`src/rtl/if_stage.sv`:
```
// MIPS instruction-fetch stage: PC register, next-PC select and IF/ID register; optional counters under IF_STAGE_CNT_EN.
// Latency: a fetched word reaches IF/ID one edge after the PC points at it; a redirect takes effect on the next edge.
// Backpressure: PC_ld / IF_ID_ld low hold PC / IF/ID; a stalled IF/ID ignores IF_flush.
module if_stage #(
  parameter logic [31:0] PC_RESET = 32'h0000_0000,
  parameter logic [31:0] NOP_INST = 32'h0000_0000,
  parameter int          CNT_W    = 16
) (
  input  logic        clk,
  input  logic        rst,
  input  logic        PC_ld,
  input  logic        IF_ID_ld,
  input  logic        IF_flush,
  input  logic [1:0]  PC_src,
  input  logic [31:0] branch_target,
  input  logic [31:0] jump_target,
  input  logic [31:0] jr_target,
  output logic [31:0] inst_mem_addr,
  input  logic [31:0] inst_mem_data,
  output logic [31:0] IF_ID_inst,
  output logic [31:0] IF_ID_pc4,
  output logic        IF_ID_valid
`ifdef IF_STAGE_CNT_EN
  ,
  output logic [CNT_W-1:0] stall_cnt,
  output logic [CNT_W-1:0] flush_cnt
`endif
);

  if (CNT_W < 1) begin : g_bad_cnt_w
    $error("if_stage: CNT_W must be at least 1");
  end

  logic [31:0] pc_q;
  logic [31:0] pc_plus4;
  logic [31:0] next_pc;

  assign pc_plus4      = pc_q + 32'd4;
  assign inst_mem_addr = pc_q;

  always_comb begin
    next_pc = pc_plus4;
    case (PC_src)
      2'b01:   next_pc = branch_target;
      2'b10:   next_pc = jump_target;
      2'b11:   next_pc = jr_target;
      default: next_pc = pc_plus4;
    endcase
  end

  // A redirect seen while PC_ld is low is dropped; ID re-presents it after the stall.
  always_ff @(posedge clk) begin
    if (rst) begin
      pc_q <= PC_RESET;
    end else if (PC_ld) begin
      pc_q <= next_pc;
    end
  end

  // Hold outranks flush: the redirecting instruction in ID is itself stalled.
  always_ff @(posedge clk) begin
    if (rst) begin
      IF_ID_inst  <= NOP_INST;
      IF_ID_pc4   <= 32'd0;
      IF_ID_valid <= 1'b0;
    end else if (IF_ID_ld) begin
      if (IF_flush) begin
        IF_ID_inst  <= NOP_INST;
        IF_ID_pc4   <= 32'd0;
        IF_ID_valid <= 1'b0;
      end else begin
        IF_ID_inst  <= inst_mem_data;
        IF_ID_pc4   <= pc_plus4;
        IF_ID_valid <= 1'b1;
      end
    end
  end

`ifdef IF_STAGE_CNT_EN
  always_ff @(posedge clk) begin
    if (rst) begin
      stall_cnt <= '0;
      flush_cnt <= '0;
    end else begin
      if (!PC_ld && (stall_cnt != {CNT_W{1'b1}})) begin
        stall_cnt <= stall_cnt + 1'b1;
      end
      if (IF_flush && IF_ID_ld && (flush_cnt != {CNT_W{1'b1}})) begin
        flush_cnt <= flush_cnt + 1'b1;
      end
    end
  end
`endif

endmodule

```
`config.mk`:
```
export PLATFORM = sky130hd
export DESIGN_NAME = if_stage
export DESIGN_NICKNAME = d
export VERILOG_FILES = /design/src/rtl/if_stage.sv
export SDC_FILE = /design/constraint.sdc
export NUM_CORES = 1
export LEC_CHECK = 0
export CAP_MARGIN = 20
export CORE_ASPECT_RATIO = 1.5
export CORE_MARGIN = 4
export CORE_UTILIZATION = 40
export CTS_CLUSTER_DIAMETER = 150
export DETAILED_ROUTE_END_ITERATION = 12
export PLACE_DENSITY = 0.84
export SYNTH_ARGS = -nofsm -noshare
export SYNTH_HDL_FRONTEND = slang
export SYNTH_SLANG_ARGS = --single-unit
export TNS_END_PERCENT = 20
```
`constraint.sdc`:
```
create_clock -name clk -period 5.5 [get_ports clk]
set_input_delay 1.1 -clock clk [delete_from_list [all_inputs] [get_ports clk]]
set_output_delay 1.1 -clock clk [all_outputs]
set_load 0.02 [all_outputs]
```
======== Word-level counts from Yosys, hierarchy flattened ========
Index checks and enable logic that the tools add are counted.
operators by class
  mux-type cells .......................... 4
  add/subtract/negate cells ............... 1
  equal/unequal tests ..................... 3
operators by type and width
  operator                                                                number
  32-bit one-hot mux with 3 select lines                                  1
  32-bit two-way mux                                                      2
  32-bit by 3-bit adder with 32-bit output (second input constant)        1
  2-bit equality test (second input constant)                             2
  2-bit by 1-bit equality test with 1-bit output (second input constant)  1
  1-bit two-way mux                                                       1
word-level totals
  logic and storage cells ................. 12
  flip-flop bits (word level) ............. 97

======== Logic depth before layout (Yosys ltp) ========
Gate-level depths: netlist of run 1.
  depth in word-level cells ............... 2
  depth in mapped cells ................... 8
  mapped depth without buffers ............ 6

======== Worst setup path after synthesis of run 1 ========
No wires, ideal clock.
  kind .................................... input -> register
  start point ............................. input port PC_src[1]
  end point ............................... register pc_q[22], in the netlist inst_mem_addr[22]
  path slack .............................. 3.022 ns
  setup time .............................. 0.132 ns
  stages .................................. 7
  data arrival time ....................... 2.346 ns
  buffers on the path ..................... 2
  cell sequence ........................... clkbuf_1 -> clkbuf_1 -> mux2_2 -> a22oi_1 -> o41ai_1 -> nand2_1 -> a21oi_1
on the way
  word-level cells in the longest chain between the ends .. 2
RTL lines
  what                                                                                   line  source
  start: declaration                                                                     14    input logic [1:0] PC_src,
  2-bit equality test or 2-bit by 1-bit equality test with 1-bit output (tied branches)  43    case (PC_src)
  32-bit one-hot mux with 3 select lines (*)                                             43
  end signal: assignment                                                                 56    pc_q <= next_pc;
  end: declaration                                                                       34    logic [31:0] pc_q;
Every way passes the cells marked *; elsewhere a longest branch is shown, timed or not.
A chain may end at the register's enable or synchronous reset.

======== Final worst setup path of run 1 ========
  start point ............................. input port PC_src[0]
  end point ............................... register pc_q[22], in the netlist inst_mem_addr[22]
Same word-level chain as after synthesis.

==> results of run 1 <==
cells in the mapped netlist, drive strengths merged, types with 2 or more instances:
master  count  area, sq um
buf        13         71.3
a221o       2         20.0
nor3        8         40.0
o21ai      38          190
nand2      45          169
a221oi      8         70.1
a211oi      4         30.0
mux4        3         67.6
or2         2         12.5
mux2       11          124
xnor2      18          158
nand4       7         50.1
mux2i      26          260
o31ai       3         22.5
nor3b       2         15.0
inv         6         22.5
a22o       18          158
or3         2         17.5
a21oi      29          145
xor2       10         87.6
and4        3         26.3
a22oi      40          300
dfxtp      97         1940
and3        9         58.8
nand3      14         92.6
nor2       83          312
o22ai       4         25.0
a32o        2         20.0
clkbuf     41          155
and2        2         12.5
nor4        9          100
o32ai      14          123
power by group through the flow:
stage          logic [uW]  clock network, uW  registers, uW
2_1_floorplan         148                  0            817
3_3_place_gp          370                  0            788
3_5_place_dp          378                  0            791
4_1_cts               380                660            775
5_1_grt               405                689            780
6_report              380                655            776
cell type report:
type,instances,share of cell area
multi-input cells,426,0.368
repair buffers,237,0.308
flip-flops and latches,97,0.255
clock buffers,11,0.0332
well taps,153,0.0251
clock inverters,5,0.00821
inverters,6,0.00295
metrics by stage:
stage               std cells  setup slack (ns)  hold WS [ns]
floorplan                 583              3.02         0.523
finish                    935              1.92         0.456
global route              935              1.84         0.490
detailed placement        919              1.75         0.445
CTS                       935              2.08         0.458
global placement          919              1.90         0.444
worst min path at each step:
stage,from,to,slack (ns),cells past startpoint
detailed placement,IF_ID_pc4[23],IF_ID_pc4[23],0.45,2
finish,IF_ID_pc4[11],IF_ID_pc4[11],0.46,2
global route,IF_ID_pc4[23],IF_ID_pc4[23],0.49,2
CTS,IF_ID_pc4[26],IF_ID_pc4[26],0.46,2
global placement,IF_ID_pc4[29],IF_ID_pc4[29],0.44,2
floorplan,IF_ID_pc4[24],IF_ID_pc4[24],0.52,2
logic make-up after synthesis:
logic type | Yosys count | share of synthesized area
AND/OR/NAND/NOR | 187 | 0.183
AO/OA/AOI/OAI | 170 | 0.236
flip-flops | 97 | 0.389
buffers and inverters | 60 | 0.0499
multiplexers | 40 | 0.0905
XOR/XNOR | 28 | 0.0491
adder cells (fa/ha/maj) | 1 | 0.00251
state kept, by name, indices dropped and copies added, names as in the netlist:
| register | cells |
|---|---|
| IF_ID_pc4 | 32 |
| IF_ID_valid | 1 |
| IF_ID_inst | 32 |
| inst_mem_addr | 32 |
layer usage:
metal  up-vias  routed length [um]  track usage
met4         0                 664        0.110
met3        46                1170       0.0451
met1      2507                6870        0.273
met5         -                   0            0
li1       2521                   -            -
met2       258                9470        0.441
tightest hold or removal path: cells and delay by family, from the launching register on:
kind,cells,cell delay [ns]
AOI/OAI and AO/OA,1,0.05
DFF,1,0.33
and+or+nand+nor,1,0.04
==> impl_metrics.yaml, run 1 <==
finish:
  antenna_cells: 0
  multi_input_area_sq_um: 2800
  ff_latch_area_sq_um: 1940
  layout.cells.most_common: "sky130_fd_sc_hd__clkdlybuf4s50_1"
  final.fill_count: 1010
  post_route_cells_drive_above_1_share: 0.0754
  syn2layout_area_growth_pct: 52.8
  post-route-util: 0.631
  post-route-cell-area_sq_um: 7620
  fin_nets: 913
  mostFrequentLayoutCells: "sky130_fd_sc_hd__clkdlybuf4s50_1 (229), sky130_fd_sc_hd__dfxtp_1 (97), sky130_fd_sc_hd__nor2_1 (82)"
detailed_routing:
  drt_first_iter_violations: 494
  first_pass_iters: 5
  antenna_left: 0
  post_drt_via_cell_ratio: 5.70
  drc: 0
  vias: 5332
  detail_route.wl_per_cell_um: 19.4
  wl_um: 18200
global_routing:
  global_route_wire_length_before_repair_um: 27700
  grt_max_degree: 76
  globalRouteOverflowTotal: 0
  globalRouteTotalUtil: 0.242
  initial_antenna_violation_count: 0
  vias_in_the_first_global_route: 5237
cts:
  clockRootBuffer: "sky130_fd_sc_hd__clkbuf_16"
  htree_num_levels: 3
  cts.clk_slew.worst_paths_ns: 0.07
  cts_tree: "built"
  clock_latency_ns: 0.34
  ctsLongestPathBuffers: 2
  cts_post_setup_buffers_inserted: 0
  ctsHoldBuffers: 0
  ctsResizeCount: 0
  clock_sinks: 97
  tritoncts.num_buffers: 9
placement:
  detailed_place_hpwl_um: 13500
  detailed_place.area_sq_um: 7310
  io_buffers: 231
  place.gp.congestion: 0.844
logic_synthesis:
  synthesis.instances: 583
  postSynth.asyncResetShare: 0
  synth_seq_cells: 97
  ys_seq_area_frac: 0.389
  postSynthNetCount: 719
  synthesis.yosys.warnings: 0
  post_synth.cell_area_avg_sq_um: 8.56
  synth-main-ff-cell: "sky130_fd_sc_hd__dfxtp_1"
  ys_types: 54
  number_of_synthesized_flops_with_an_enable_pin: 0
  synth_area_sq_um: 4990
sta:
  period_needed_ns: 3.58
  fmax_mhz: 280
  unrepaired_setup_endpoints_after_global_routing: "no"
  final_max_slew_viol_count: 0
  setup_viol_count_final: 0
  timing.slew.headroom: 0.227
  worst-slew-pin-transition_ns: 1.15
  final.setup.tns_ns: 0
  final_hold_viol_count: 0
  final.period_utilization: 0.650
  fin_skew_ns: 0.00536
floorplan:
  initial_utilization: 0.413
  floorplan.die.width_um: 99.2
  ios: 232
  standard_cell_rows: 49
  core_sq_um: 12100
  floorplan.die_area_sq_um: 14400
  die-height_um: 145
setup_path:
  worstPathCellList: "clkdlybuf4s50_1, nor2b_2, a22oi_1, o41ai_1, nand2_1, a21oi_1"
  path_buf_inv: 1
  worst-r2r-setup-slack_ns: 2.92
  critPathCapture: "inst_mem_addr[22]"
  timing.critical_path.max_delay_family: "simple AND/OR/NAND/NOR gates"
  timing.critical_path.slowest_cell_delay_ns: 1.16
  cp_slowest_cell: "sky130_fd_sc_hd__nor2b_2"
  crit_path_start_kind: "input pin"
  critPathArrivalTime_ns: 3.84
  worst-path-stages: 6
  cp-startpoint: "PC_src[0]"
  timing.critical_path.required_ns: 5.76
  reg2reg_from: "inst_mem_addr[2]"
  max_fo_critical_path: 24
  worstRegToRegCells: 6
  endpoint_kind: "flip-flop"
  worst-setup-path-type: "input pin to flip-flop"
  worst_r2r_endpoint: "inst_mem_addr[20]"
pwr:
  power.density_cell_area_nw_per_um2: 238
  clock_power_share: 0.362
  internal_power_uw: 1320
  leakagePower_uw: 0.00270
  share_seq_of_total_power: 0.428
  power.share.combinational: 0.210
  fin_total_pwr_uw: 1810
  irDropWorstVdd_uv: 194
  switching_share: 0.271
  switching_power_uw: 491
min_path:
  holdCritPathClass: "flip-flop to flip-flop"
flow_run:
  timing.max_cap.violations: 0
outcome:
  outcome: "finished, final reports clean"
Power figures use the tool's default switching activity.
==> inputs of run 2 (changes only) <==
clock period = 3.5 ns   (was 5.5 ns; I/O delays follow)
==> run 2 against run 1 <==
Setup slack got worse by 1.0 ns. Power rose by 56%. Via count rose by 1.9%. Largest power group unchanged. Global-route usage rose by 0.13 points. Critical endpoint is now inst_mem_addr[25]. Sequential power rose by 57%. Final cell count rose by 0.43%. Sequential share of layout area fell by 0.083 points.
==> impl_metrics.yaml, run 2 (synthesis results as in run 1) <==
global_routing:
  vias_in_the_first_global_route: 5416
  globalRoute.busiestLayer: "met2"
  globalRouteOverflowTotal: 0
  grt_max_degree: 75
  grt.met2_usage: 0.433
  groute.layer.met3.usage: 0.0408
  globalRouteTotalUtil: 0.243
  global_route_wire_length_before_repair_um: 27800
  grt_util_met1: 0.273
  initial_antenna_violation_count: 0
sta:
  final_hold_viol_count: 0
  fmax_mhz: 382
  setup_viol_count_final: 0
  period_needed_ns: 2.62
  final_max_slew_viol_count: 0
  worst-slew-pin-transition_ns: 1.11
  timing.slew.headroom: 0.257
  final.setup.tns_ns: 0
  unrepaired_setup_endpoints_after_global_routing: "no"
  fin_skew_ns: 0.00777
  final.period_utilization: 0.748
setup_path:
  worstRegToRegCells: 6
  critPathArrivalTime_ns: 2.86
  crit_path_start_kind: "input pin"
  worst_r2r_endpoint: "inst_mem_addr[24]"
  endpoint_kind: "flip-flop"
  cp_slowest_cell: "sky130_fd_sc_hd__nor2b_2"
  timing.critical_path.slowest_cell_delay_ns: 0.95
  worst-setup-path-type: "input pin to flip-flop"
  worst-r2r-setup-slack_ns: 0.95
  worstPathCellList: "clkdlybuf4s50_1, nor2b_2, a221oi_1, o32ai_1"
  timing.critical_path.required_ns: 3.74
  max_fo_critical_path: 24
  reg2reg_from: "inst_mem_addr[2]"
pwr:
  switching_share: 0.277
  leakagePower_uw: 0.00273
  power.density_cell_area_nw_per_um2: 370
  clock_power_share: 0.357
  switching_power_uw: 783
  internal_power_uw: 2050
  power.share.combinational: 0.212
  share_seq_of_total_power: 0.431
  irDropWorstVdd_uv: 214
cts:
  clock_latency_ns: 0.34
  ctsHoldBuffers: 0
  clockRootBuffer: "sky130_fd_sc_hd__clkbuf_16"
  cts.clk_slew.worst_paths_ns: 0.07
  ctsLongestPathBuffers: 2
  ctsResizeCount: 0
  tritoncts.num_buffers: 9
  clock_sinks: 97
  htree_num_levels: 3
  cts_tree: "built"
  cts_post_setup_buffers_inserted: 0
placement:
  post-place-cells: 923
  detailed_place_hpwl_um: 13800
  place.gp.congestion: 0.862
  io_buffers: 231
detailed_routing:
  drt_first_iter_violations: 394
  vias: 5433
  detail_route.wl_per_cell_um: 19.5
  wl_um: 18300
  drc: 0
  antenna_left: 0
  post_drt_via_cell_ratio: 5.79
  first_pass_iters: 5
floorplan:
  initial_utilization: 0.413
  floorplan.die_area_sq_um: 14400
  floorplan.die.width_um: 99.2
  core_sq_um: 12100
  standard_cell_rows: 49
  ios: 232
  die-height_um: 145
finish:
  antenna_cells: 0
  mostFrequentLayoutCells: "sky130_fd_sc_hd__clkdlybuf4s50_1 (229), sky130_fd_sc_hd__dfxtp_1 (97), sky130_fd_sc_hd__nor2_1 (82)"
  layout.cells.most_common: "sky130_fd_sc_hd__clkdlybuf4s50_1"
  final.fill_count: 1016
  multi_input_area_sq_um: 2800
  syn2layout_area_growth_pct: 53.3
  fin_nets: 917
  instances_no_fill: 939
  post_route_cells_drive_above_1_share: 0.0802
  ff_latch_area_sq_um: 1940
min_path:
  worstHoldEndpoint: "IF_ID_pc4[24]"
  hold-path-cell-count: 2
  hold_path.startpoint: "IF_ID_pc4[24]"
  holdCritPathClass: "flip-flop to flip-flop"
flow_run:
  timing.max_cap.violations: 0
outcome:
  outcome: "finished, final reports clean"
==> run 2: changes by cell type in the layout (fill, tap and decap cells not counted) <==
cell                         before  now
sky130_fd_sc_hd__clkbuf_8         2    0
sky130_fd_sc_hd__inv_6            1    2
sky130_fd_sc_hd__inv_8            0    1
sky130_fd_sc_hd__buf_4            6   10
sky130_fd_sc_hd__clkinv_4         1    3
sky130_fd_sc_hd__clkinvlp_4       2    0
==> run 2: final cells by class <==
cell class	instances	share of cell area
clock buffer	9	0.0295
clock inverter	7	0.0111
inverter	6	0.00295
multi-input combinational	426	0.367
sequential	97	0.254
tap	153	0.0250
timing repair buffer	241	0.311
==> run 2: worst max-delay path by stage <==
stage	from	endpoint	slack, ns
final	PC_src[0]	inst_mem_addr[25]	0.88
after global routing	PC_src[0]	inst_mem_addr[14]	0.80
after CTS	PC_src[0]	inst_mem_addr[22]	0.95
after detailed placement	PC_src[0]	inst_mem_addr[25]	0.60
after global placement	PC_src[0]	inst_mem_addr[22]	0.73
after floorplan	inst_mem_addr[2]	inst_mem_addr[28]	1.42
==> run 2: power by group through the flow <==
stage / clock network (uW) / registers [uW] / logic [uW]
floorplan: 0 / 1280 / 232
global placement: 0 / 1240 / 585
detailed placement: 0 / 1240 / 597
CTS: 1030 / 1220 / 601
global route: 1070 / 1230 / 638
finish: 1010 / 1220 / 601
==> run 2: per-layer routing <==
metal,up-vias,wire (um)
li1,2533,-
met1,2580,6660
met2,264,9550
met3,56,1190
met4,0,887
met5,-,0
==> run 2: metrics by stage <==
stage	hold slack, ns	power (uW)	cell area, sq um	util	setup WS [ns]
finish	0.457	2830	7650	0.633	0.882
global route	0.483	2930	7650	0.633	0.801
CTS	0.458	2850	7650	0.633	0.953
detailed placement	0.446	1840	7340	0.607	0.600
global placement	0.443	1820	7340	0.607	0.725
floorplan	0.523	1520	4990	-	1.42
==> run 2: worst max-delay path, delay by kind of cell <==
kind / cells / cell delay (ns)
AND/OR/NAND/NOR: 1 / 0.95
AO/OA/AOI/OAI: 2 / 0.59
buffers and inverters: 1 / 0.61
==> inputs of run 3 (changes only) <==
CORE_UTILIZATION = 38   (was 40)
clock period = 2.15 ns   (was 3.5 ns; I/O delays follow)
==> run 3 against run 2 <==
Cell area grew 4.8%. Worst hold slack lost 0.0056 ns. Sequential cell count is the same. Power grew 63%. Register-to-register slack lost 0.82 ns. Critical path type is now flip-flop to flip-flop. Wire length shrank 1.5%. Non-clock buffer count grew 37. Final cell count grew 4.6%.
==> impl_metrics.yaml, run 3 (synthesis results as in run 1) <==
pwr:
  switching_share: 0.288
  fin_total_pwr_uw: 4610
  leakagePower_uw: 0.00295
  power.density_cell_area_nw_per_um2: 575
  irDropWorstVdd_uv: 390
  switching_power_uw: 1330
  clock_power_share: 0.341
  share_seq_of_total_power: 0.423
  internal_power_uw: 3280
  power.share.combinational: 0.236
global_routing:
  grt_max_degree: 46
  globalRouteTotalUtil: 0.236
  initial_antenna_violation_count: 0
  globalRouteOverflowTotal: 0
  global_route_wire_length_before_repair_um: 28200
  vias_in_the_first_global_route: 5515
setup_path:
  timing.critical_path.required_ns: 2.38
  critPathArrivalTime_ns: 2.25
  worst-r2r-setup-slack_ns: 0.13
  timing.critical_path.slowest_cell_delay_ns: 0.50
  worst-setup-path-type: "flip-flop to flip-flop"
  reg2reg_from: "inst_mem_addr[2]"
  max_fo_critical_path: 7
  worstRegToRegCells: 6
  endpoint_kind: "flip-flop"
  worstPathCellList: "ha_1, and3_1, nand2_1, nor4_2, mux2i_1, o32ai_1"
  worst_r2r_endpoint: "inst_mem_addr[28]"
  cp_slowest_cell: "sky130_fd_sc_hd__nor4_2"
  crit_path_start_kind: "flip-flop"
detailed_routing:
  wl_um: 18000
  drc: 0
  detail_route.wl_per_cell_um: 18.3
  first_pass_iters: 5
  post_drt_via_cell_ratio: 5.55
  antenna_left: 0
  vias: 5450
  drt_first_iter_violations: 446
flow_run:
  timing.max_cap.violations: 0
floorplan:
  initial_utilization: 0.385
  ios: 232
  die-height_um: 148
  floorplan.die.width_um: 102
  floorplan.die_area_sq_um: 15100
  core_sq_um: 13000
  standard_cell_rows: 51
finish:
  post_route_cells_drive_above_1_share: 0.122
  post-route-cell-area_sq_um: 8020
  antenna_cells: 0
  mostFrequentLayoutCells: "sky130_fd_sc_hd__clkdlybuf4s50_1 (229), sky130_fd_sc_hd__dfxtp_1 (97), sky130_fd_sc_hd__nor2_1 (82)"
  final.fill_count: 1093
  post-route-util: 0.619
  fin_nets: 954
  syn2layout_area_growth_pct: 60.6
  layout.cells.most_common: "sky130_fd_sc_hd__clkdlybuf4s50_1"
min_path:
  worstHoldEndpoint: "IF_ID_pc4[24]"
  holdCritPathClass: "flip-flop to flip-flop"
  hold-path-cell-count: 2
  hold_path.startpoint: "IF_ID_pc4[24]"
placement:
  detailed_place_hpwl_um: 13600
  io_buffers: 231
  place.gp.congestion: 0.910
  detailed_place.area_sq_um: 7700
  place_worst_setup_slack_ns: -0.217
sta:
  worst-slew-pin-transition_ns: 0.446
  fmax_mhz: 495
  final_critical_path_setup_slack_ns: 0.132
  final.setup.tns_ns: 0
  setup_viol_count_final: 0
  period_needed_ns: 2.02
  fin_skew_ns: 0.0100
  unrepaired_setup_endpoints_after_global_routing: "yes"
  final.period_utilization: 0.939
  timing.slew.headroom: 0.703
  final_hold_viol_count: 0
  final_max_slew_viol_count: 0
cts:
  tritoncts.num_buffers: 9
  htree_num_levels: 3
  ctsLongestPathBuffers: 2
  cts_tree: "built"
  clock_latency_ns: 0.35
  cts.clk_slew.worst_paths_ns: 0.07
  ctsHoldBuffers: 0
  clock_sinks: 97
  clockRootBuffer: "sky130_fd_sc_hd__clkbuf_16"
outcome:
  outcome: "finished, final reports clean"
run 3: cell types whose count changed in the layout (fill, tap and decap cells not counted), sizes merged:
| cell | change |
|---|---|
| bufinv | -1 |
| clkinvlp | +2 |
| buf | +37 |
| clkinv | -1 |
run 3: layout make-up:
type	count	area [sq um]	area share
clock buffer	9	225	0.0281
clock inverter	7	63.8	0.00796
inverter	6	22.5	0.00281
multi-input combinational	426	2810	0.351
sequential	97	1940	0.242
tap	159	199	0.0248
timing repair buffer	278	2750	0.343
run 3: repair_timing:
| action | 4_1_cts | 5_1_grt |
|---|---|---|
| buffers inserted | 0 | 0 |
| setup endpoints to repair | 0 | 1 |
| resized for setup | 0 | 1 |
run 3: through the flow:
| step | instances | hold WS (ns) |
|---|---|---|
| after floorplan | 583 | 0.523 |
| after global placement | 965 | 0.433 |
| after detailed placement | 965 | 0.444 |
| after CTS | 981 | 0.453 |
| after global routing | 982 | 0.492 |
| final | 982 | 0.451 |
run 3: worst max-delay path by stage:
| stage | to | slack (ns) | startpoint | cells after the start |
|---|---|---|---|---|
| finish | inst_mem_addr[28] | 0.13 | inst_mem_addr[2] | 6 |
| global route | inst_mem_addr[28] | -0.006 | inst_mem_addr[2] | 6 |
| CTS | inst_mem_addr[25] | 0.14 | PC_src[0] | 4 |
| detailed placement | inst_mem_addr[25] | -0.22 | PC_src[0] | 4 |
| global placement | inst_mem_addr[31] | -0.17 | PC_src[0] | 4 |
| floorplan | inst_mem_addr[28] | 0.07 | inst_mem_addr[2] | 7 |
run 3: power groups by stage:
stage / Combinational (uW) / Clock (uW) / Sequential [uW]
after floorplan: 378 / 0 / 2090
after global placement: 1070 / 0 / 1990
after detailed placement: 1080 / 0 / 1990
after CTS: 1080 / 1600 / 1950
after global routing: 1160 / 1660 / 1960
final: 1090 / 1570 / 1950
run 3: metal layers:
layer | up-vias | global-route usage | share of wire
li1 | 2608 | - | -
met1 | 2466 | 0.261 | 0.37
met2 | 313 | 0.422 | 0.51
met3 | 63 | 0.0319 | 0.071
met4 | 0 | 0.136 | 0.047
met5 | - | 0 | 0
run 3: worst max-delay path: cells and delay by family, from the launching register on:
family	cells	cell delay (ns)
simple gates	3	0.97
fa+ha+maj	1	0.23
mux	1	0.23
compound gates	1	0.10
flops	1	0.38
